## src/rtl/phase_seq_monitor.sv

```systemverilog
// phase_seq_monitor: locks onto a ZERO->ONE->TWO phase stream, checks each transition,
// counts completed rounds (saturating) and captures the first illegal sample. Rev 1.0
`default_nettype none

module phase_seq_monitor #(
  parameter int CNT_W = 8
) (
  input  logic             clk,
  input  logic             reset_n,
  input  logic             en,
  input  logic [1:0]       phase,
  input  logic             clr,
  output logic             locked,
  output logic             round_done,
  output logic [CNT_W-1:0] round_cnt,
  output logic             err,
  output logic [1:0]       err_phase,
  output logic [1:0]       err_exp
);

  typedef enum logic [1:0] {
    S_IDLE  = 2'd0,
    S_TRACK = 2'd1,
    S_ERROR = 2'd2
  } state_t;

  localparam logic [CNT_W-1:0] C_CNT_ONE = {{(CNT_W-1){1'b0}}, 1'b1};

  state_t           r_state;
  logic [1:0]       r_exp;
  logic             r_round_done;
  logic [CNT_W-1:0] r_round_cnt;
  logic             r_err;
  logic [1:0]       r_err_phase;
  logic [1:0]       r_err_exp;
  logic [1:0]       w_succ;
  logic             w_cnt_full;

  // succ(3) is never consumed: a phase of 3 can never equal the expected value.
  always_comb begin
    w_succ = 2'd0;
    case (phase)
      2'd0:    w_succ = 2'd1;
      2'd1:    w_succ = 2'd2;
      default: w_succ = 2'd0;
    endcase
  end

  assign w_cnt_full = &r_round_cnt;

  always_ff @(posedge clk or negedge reset_n) begin
    if (!reset_n) begin
      r_state      <= S_IDLE;
      r_exp        <= 2'd0;
      r_round_done <= 1'b0;
      r_round_cnt  <= '0;
      r_err        <= 1'b0;
      r_err_phase  <= 2'd0;
      r_err_exp    <= 2'd0;
    end else begin
      r_round_done <= 1'b0;
      if (clr) begin
        r_state     <= S_IDLE;
        r_exp       <= 2'd0;
        r_round_cnt <= '0;
        r_err       <= 1'b0;
        r_err_phase <= 2'd0;
        r_err_exp   <= 2'd0;
      end else begin
        case (r_state)
          S_IDLE: begin
            if (en && (phase == 2'd0)) begin
              r_state <= S_TRACK;
              r_exp   <= 2'd1;
            end
          end
          S_TRACK: begin
            if (en) begin
              if (phase == r_exp) begin
                r_exp <= w_succ;
                // A legal ZERO while tracking closes a TWO->ZERO round.
                if (phase == 2'd0) begin
                  r_round_done <= 1'b1;
                  if (!w_cnt_full) r_round_cnt <= r_round_cnt + C_CNT_ONE;
                end
              end else begin
                r_state     <= S_ERROR;
                r_err       <= 1'b1;
                r_err_phase <= phase;
                r_err_exp   <= r_exp;
              end
            end
          end
          S_ERROR: begin
            r_state <= S_ERROR;
          end
          default: r_state <= S_IDLE;
        endcase
      end
    end
  end

  assign locked     = (r_state == S_TRACK);
  assign round_done = r_round_done;
  assign round_cnt  = r_round_cnt;
  assign err        = r_err;
  assign err_phase  = r_err_phase;
  assign err_exp    = r_err_exp;

endmodule

`default_nettype wire

```

## config.mk

```make
export PLATFORM = sky130hd
export DESIGN_NAME = phase_seq_monitor
export DESIGN_NICKNAME = d
export VERILOG_FILES = /design/src/rtl/phase_seq_monitor.sv
export SDC_FILE = /design/constraint.sdc
export NUM_CORES = 1
export LEC_CHECK = 0
export CORE_MARGIN = 8
export CORE_UTILIZATION = 45
export CTS_CLUSTER_SIZE = 16
export DETAILED_ROUTE_END_ITERATION = 8
export GPL_ROUTABILITY_DRIVEN = 0
export HOLD_SLACK_MARGIN = 0.1
export PLACE_DENSITY_LB_ADDON = 0.12
export SLEW_MARGIN = 20
export SYNTH_ARGS = -nofsm -noshare
export SYNTH_HDL_FRONTEND = slang
export SYNTH_SLANG_ARGS = --single-unit
```

## constraint.sdc

```tcl
create_clock -name clk -period 2 [get_ports clk]
set_input_delay 0.4 -clock clk [delete_from_list [all_inputs] [get_ports clk]]
set_output_delay 0.4 -clock clk [all_outputs]
set_load 0.02 [all_outputs]
```

======== After elaboration in Yosys (flattened, before gate mapping) ========
Index checks and enable logic that the tools add are counted.
word-level totals
  output and inout port bits .............. 15
  bits in registers ....................... 18
operators by class
  equal/unequal tests ..................... 10
  reduce and logical (&&, ||, !) cells .... 13
  multiplexer cells ....................... 33
  add/sub/neg operators ................... 1
operator list
  operator                                              count
  two-way mux 8 bit                                     6
  two-way mux 2 bit                                     15
  two-way mux 1 bit                                     9
  != test 3 bit (second input constant)                 3
  adder 8 x 1 -> 8 bit (second input constant)          1
  one-hot mux 2 bit (2 select lines)                    2
  AND reduction 8 bit                                   1
  nonzero test 2 bit                                    4
  one-hot mux 2 bit (3 select lines)                    1
  AND reduction 3 bit                                   2
  AND reduction 5 bit                                   1
  equality test 2 x 1 -> 1 bit (second input constant)  2
  zero test 2 bit                                       2
  != test 2 bit (second input constant)                 2
  AND reduction 4 bit                                   1
  != test 3 x 2 -> 1 bit (second input constant)        1
  nonzero test 3 bit                                    1
  equality test 2 bit                                   1
  equality test 2 bit (second input constant)           1
  logical AND 1 bit                                     1

======== Logic depth before layout (Yosys ltp) ========
  depth in word-level cells ............... 7
  gate-level depth with buffers ........... 7
  gate-level depth less buffers ........... 6

======== Least setup slack after synthesis ========
Ideal clock, no wire load.
  path type ............................... register to register
  start ................................... register r_state[1]
  end ..................................... register r_round_cnt[5], in the netlist round_cnt[5]
  arrival time ............................ 1,775 ps
  path buffers ............................ 0
  stages on the path, launching flop included .. 7
  required time ........................... 1,875 ps
  setup slack ............................. 101 ps
  clock period less this slack ............ 1,899 ps
  path through ............................ dfrtp_1 -> inv_1 -> ha_1 -> and2_2 -> nand3_2 -> nor4_1 -> mux2_2
on the way
  cells in the longest elaborated chain, start to end .. 3
ends and longest elaborated chain
  item                           line  text
  start: declaration             29    state_t r_state;
  start signal: assignment       53    r_state <= S_IDLE;
  start signal: assignment       63    r_state <= S_IDLE;
  start signal: assignment       73    r_state <= S_TRACK;
  equality test 2 x 1 -> 1 bit   n/a
  via locked                     13    output logic locked,
  nonzero test 2 bit (no line)   n/a
  AND reduction 5 bit (no line)  n/a
  end signal: assignment         84    if (!w_cnt_full) r_round_cnt <= r_round_cnt + C_CNT_ONE;
  end: declaration               32    logic [CNT_W-1:0] r_round_cnt;
The timed path passes the listed nets, and every way through them passes these cells.
A chain may end at the register's enable or synchronous reset.

======== Worst setup path in the final report ========
  start ................................... register r_round_cnt[2], in the netlist round_cnt[2]
  end ..................................... output port round_cnt[2]
RTL lines
  item              line  text
  end: declaration  15    output logic [CNT_W-1:0] round_cnt,
No word-level cell between the ends.

==> flow_summary.ini <==
[sta]
hold_viol_final = 0
drv_slew = 0
setup_viol = 0
layout_min_cycle_time_ps = 1840
relSlewSlack = 0.796
rsz0062_at_grt = no
post-route-period-util = 0.922
whs_ps = 426
worst_pin_slew_ps = 303
fin_worst_skew_ps = 3.57
max_freq_mhz = 542

[synth]
ys_seq_area_frac = 0.450
ys_async_sr_fraction = 1.00
yosysMostFrequentCell = dfrtp_1
ys_ff_latch = 18
synth_top_cell_by_area = dfrtp_1
syn_nets = 111
ys.flop_type = dfrtp_1
avgSynthCellArea_um2 = 9.81
yosysTopAreaCellShare = 0.450
synth_area_leaders = dfrtp_1 45%, mux2i_1 7.0%, nor2_1 4.1%, ha_1 3.8%, a21oi_1 3.5%
syn_area_um2 = 1000
synthCells = 102
ys_types = 36
synth_edf_count = 0
synth_commonest_cells = 18 x dfrtp_1, 11 x nor2_1, 7 x a21oi_1, 7 x mux2i_1
ys_warn_count = 0

[placed_design]
dp_hpwl_mm = 1.78
port_buffers = 20

[setup_path]
path_cells = clkdlybuf4s50_1
path_depth = 1
r2r-end = round_cnt[5]
arrival_ps = 1440
slowest_delay_ps = 660
reg2reg_from = r_state[1]
required_ps = 1600
rrSetupSlack_ps = 160
critPathBufInv = 1
path_max_fanout = 8
startpoint = round_cnt[2]
slowest_stage = clkdlybuf4s50_1
crit_end = round_cnt[2]
end_kind = primary output
worstSetupPathType = reg2out
path_delay_family = buffers and inverters
worst_r2r_path_depth = 6
start_kind = flip-flop

[finish]
nets = 142
area_growth_pct = 32.4
nFillCells = 190
num_antenna_cells = 0
final_layout_size_suffix_gt1_frac = 0.174
utilization = 0.617

[routing]
drc = 0
wire_per_inst_um = 14.7
viasPerCell = 5.50
wl_mm = 2.36
ant_nets = 0
drtIter0Drc = 9
first_pass_iters = 4
vias = 880

[clock_tree]
htreeDepth = 1
cts_setup_buffers = 0
cts_tree = done
hold_buffers = 0
cts_buffers = 3
cts_buffer_depth = 2
cts_root_buffer = clkbuf_4
cts_sinks = 18
clk_pin_slew_ps = 110
clock_latency_ps = 290

[floorplan]
die_w_um = 63.2
fp.dieH_um = 63.2
core_um2 = 2150
ioPinCount = 21
rows = 17
start_util = 0.466
fp.dieArea_um2 = 3990

[job]
drv_cap = 0

[hold_path]
min_path_type = in2async

[power]
leakagePower_nw = 0.567
cellPowerDensity_nw_per_um2 = 741
worst_ir_drop_vdd_mv = 0.528

[grt]
grt_pass1_wl_mm = 4.07
grt_overflow = 0
antenna_found_initial = 0
grt_pass1_vias = 894
grt_usage = 0.124
grt_max_degree = 19

[status]
status = finished clean
area by class of cell:
| class | count | area (um^2) | area share |
|---|---|---|---|
| inverters | 5 | 18.8 | 0.0142 |
| flip-flops and latches | 18 | 450 | 0.340 |
| multi-input cells | 75 | 510 | 0.385 |
| repair buffers | 30 | 274 | 0.207 |
| well taps | 28 | 35.0 | 0.0264 |
| clock buffers | 4 | 36.3 | 0.0274 |
sequential cells by signal, summed over array words and instances, names as in the netlist:
name / cells
round_cnt: 8
err_exp: 2
err_phase: 2
r_exp: 2
r_state: 2
err: 1
round_done: 1
cell usage in the layout, fill, tap and decap left out, drive strengths merged, types with 5 or more instances in the layout:
cell	instances
dfrtp	18
nand2	5
inv	5
buf	10
mux2i	7
nor2	12
clkdlybuf4s50	19
a21oi	7
o21ai	5
where the power goes:
group | internal, W | total [W] | switching [W]
Sequential | 0.000398 | 0.000422 | 0.0000242
Combinational | 0.000152 | 0.000333 | 0.000181
Clock | 0.000111 | 0.000226 | 0.000115
Total | 0.000661 | 0.000981 | 0.000321
timing repair:
action	in CTS	in global routing
pin swaps	0	0
endpoints found under the setup margin	1	2
gates resized for setup	1	1
through the flow:
step / setup WS (ps) / total power, W / cell area (um^2) / cells / TNS [ps]
after floorplan: 101 / 0.000645 / 1000 / 102 / 0
after global placement: -10.0 / 0.000760 / 1290 / 156 / -14.5
after detailed placement: -50.7 / 0.000766 / 1290 / 156 / -113
after CTS: 95.9 / 0.000989 / 1320 / 160 / 0
after global routing: 44.4 / 0.00104 / 1330 / 160 / 0
final: 156 / 0.000981 / 1330 / 160 / 0
metal layers:
layer	track usage	vias up	wire [um]
met5	0	-	0
met4	0.0513	0	24
met3	0.0424	4	112
met2	0.202	18	1130
met1	0.145	423	1090
li1	-	435	-
cells by family (layout without fill, tap and decap cells):
kind of cell	Yosys count	after routing	synth area share
buf+inv	9	39	0.0425
flops	18	18	0.450
mux	8	8	0.0813
xor+xnor	2	2	0.0175
compound gates	21	21	0.140
simple gates	41	41	0.231
fa+ha+maj	3	3	0.0375
worst min-delay path by stage:
| stage | startpoint | end | slack (ps) | cells after the start |
|---|---|---|---|---|
| floorplan | reset_n | err | 100 | 0 |
| global placement | err | err | 490 | 2 |
| detailed placement | err_phase[1] | err_phase[1] | 520 | 2 |
| CTS | reset_n | r_state[0] | 430 | 2 |
| global route | reset_n | round_cnt[0] | 440 | 2 |
| finish | reset_n | round_cnt[0] | 430 | 2 |
No activity file was read; power rests on OpenSTA's default activity.
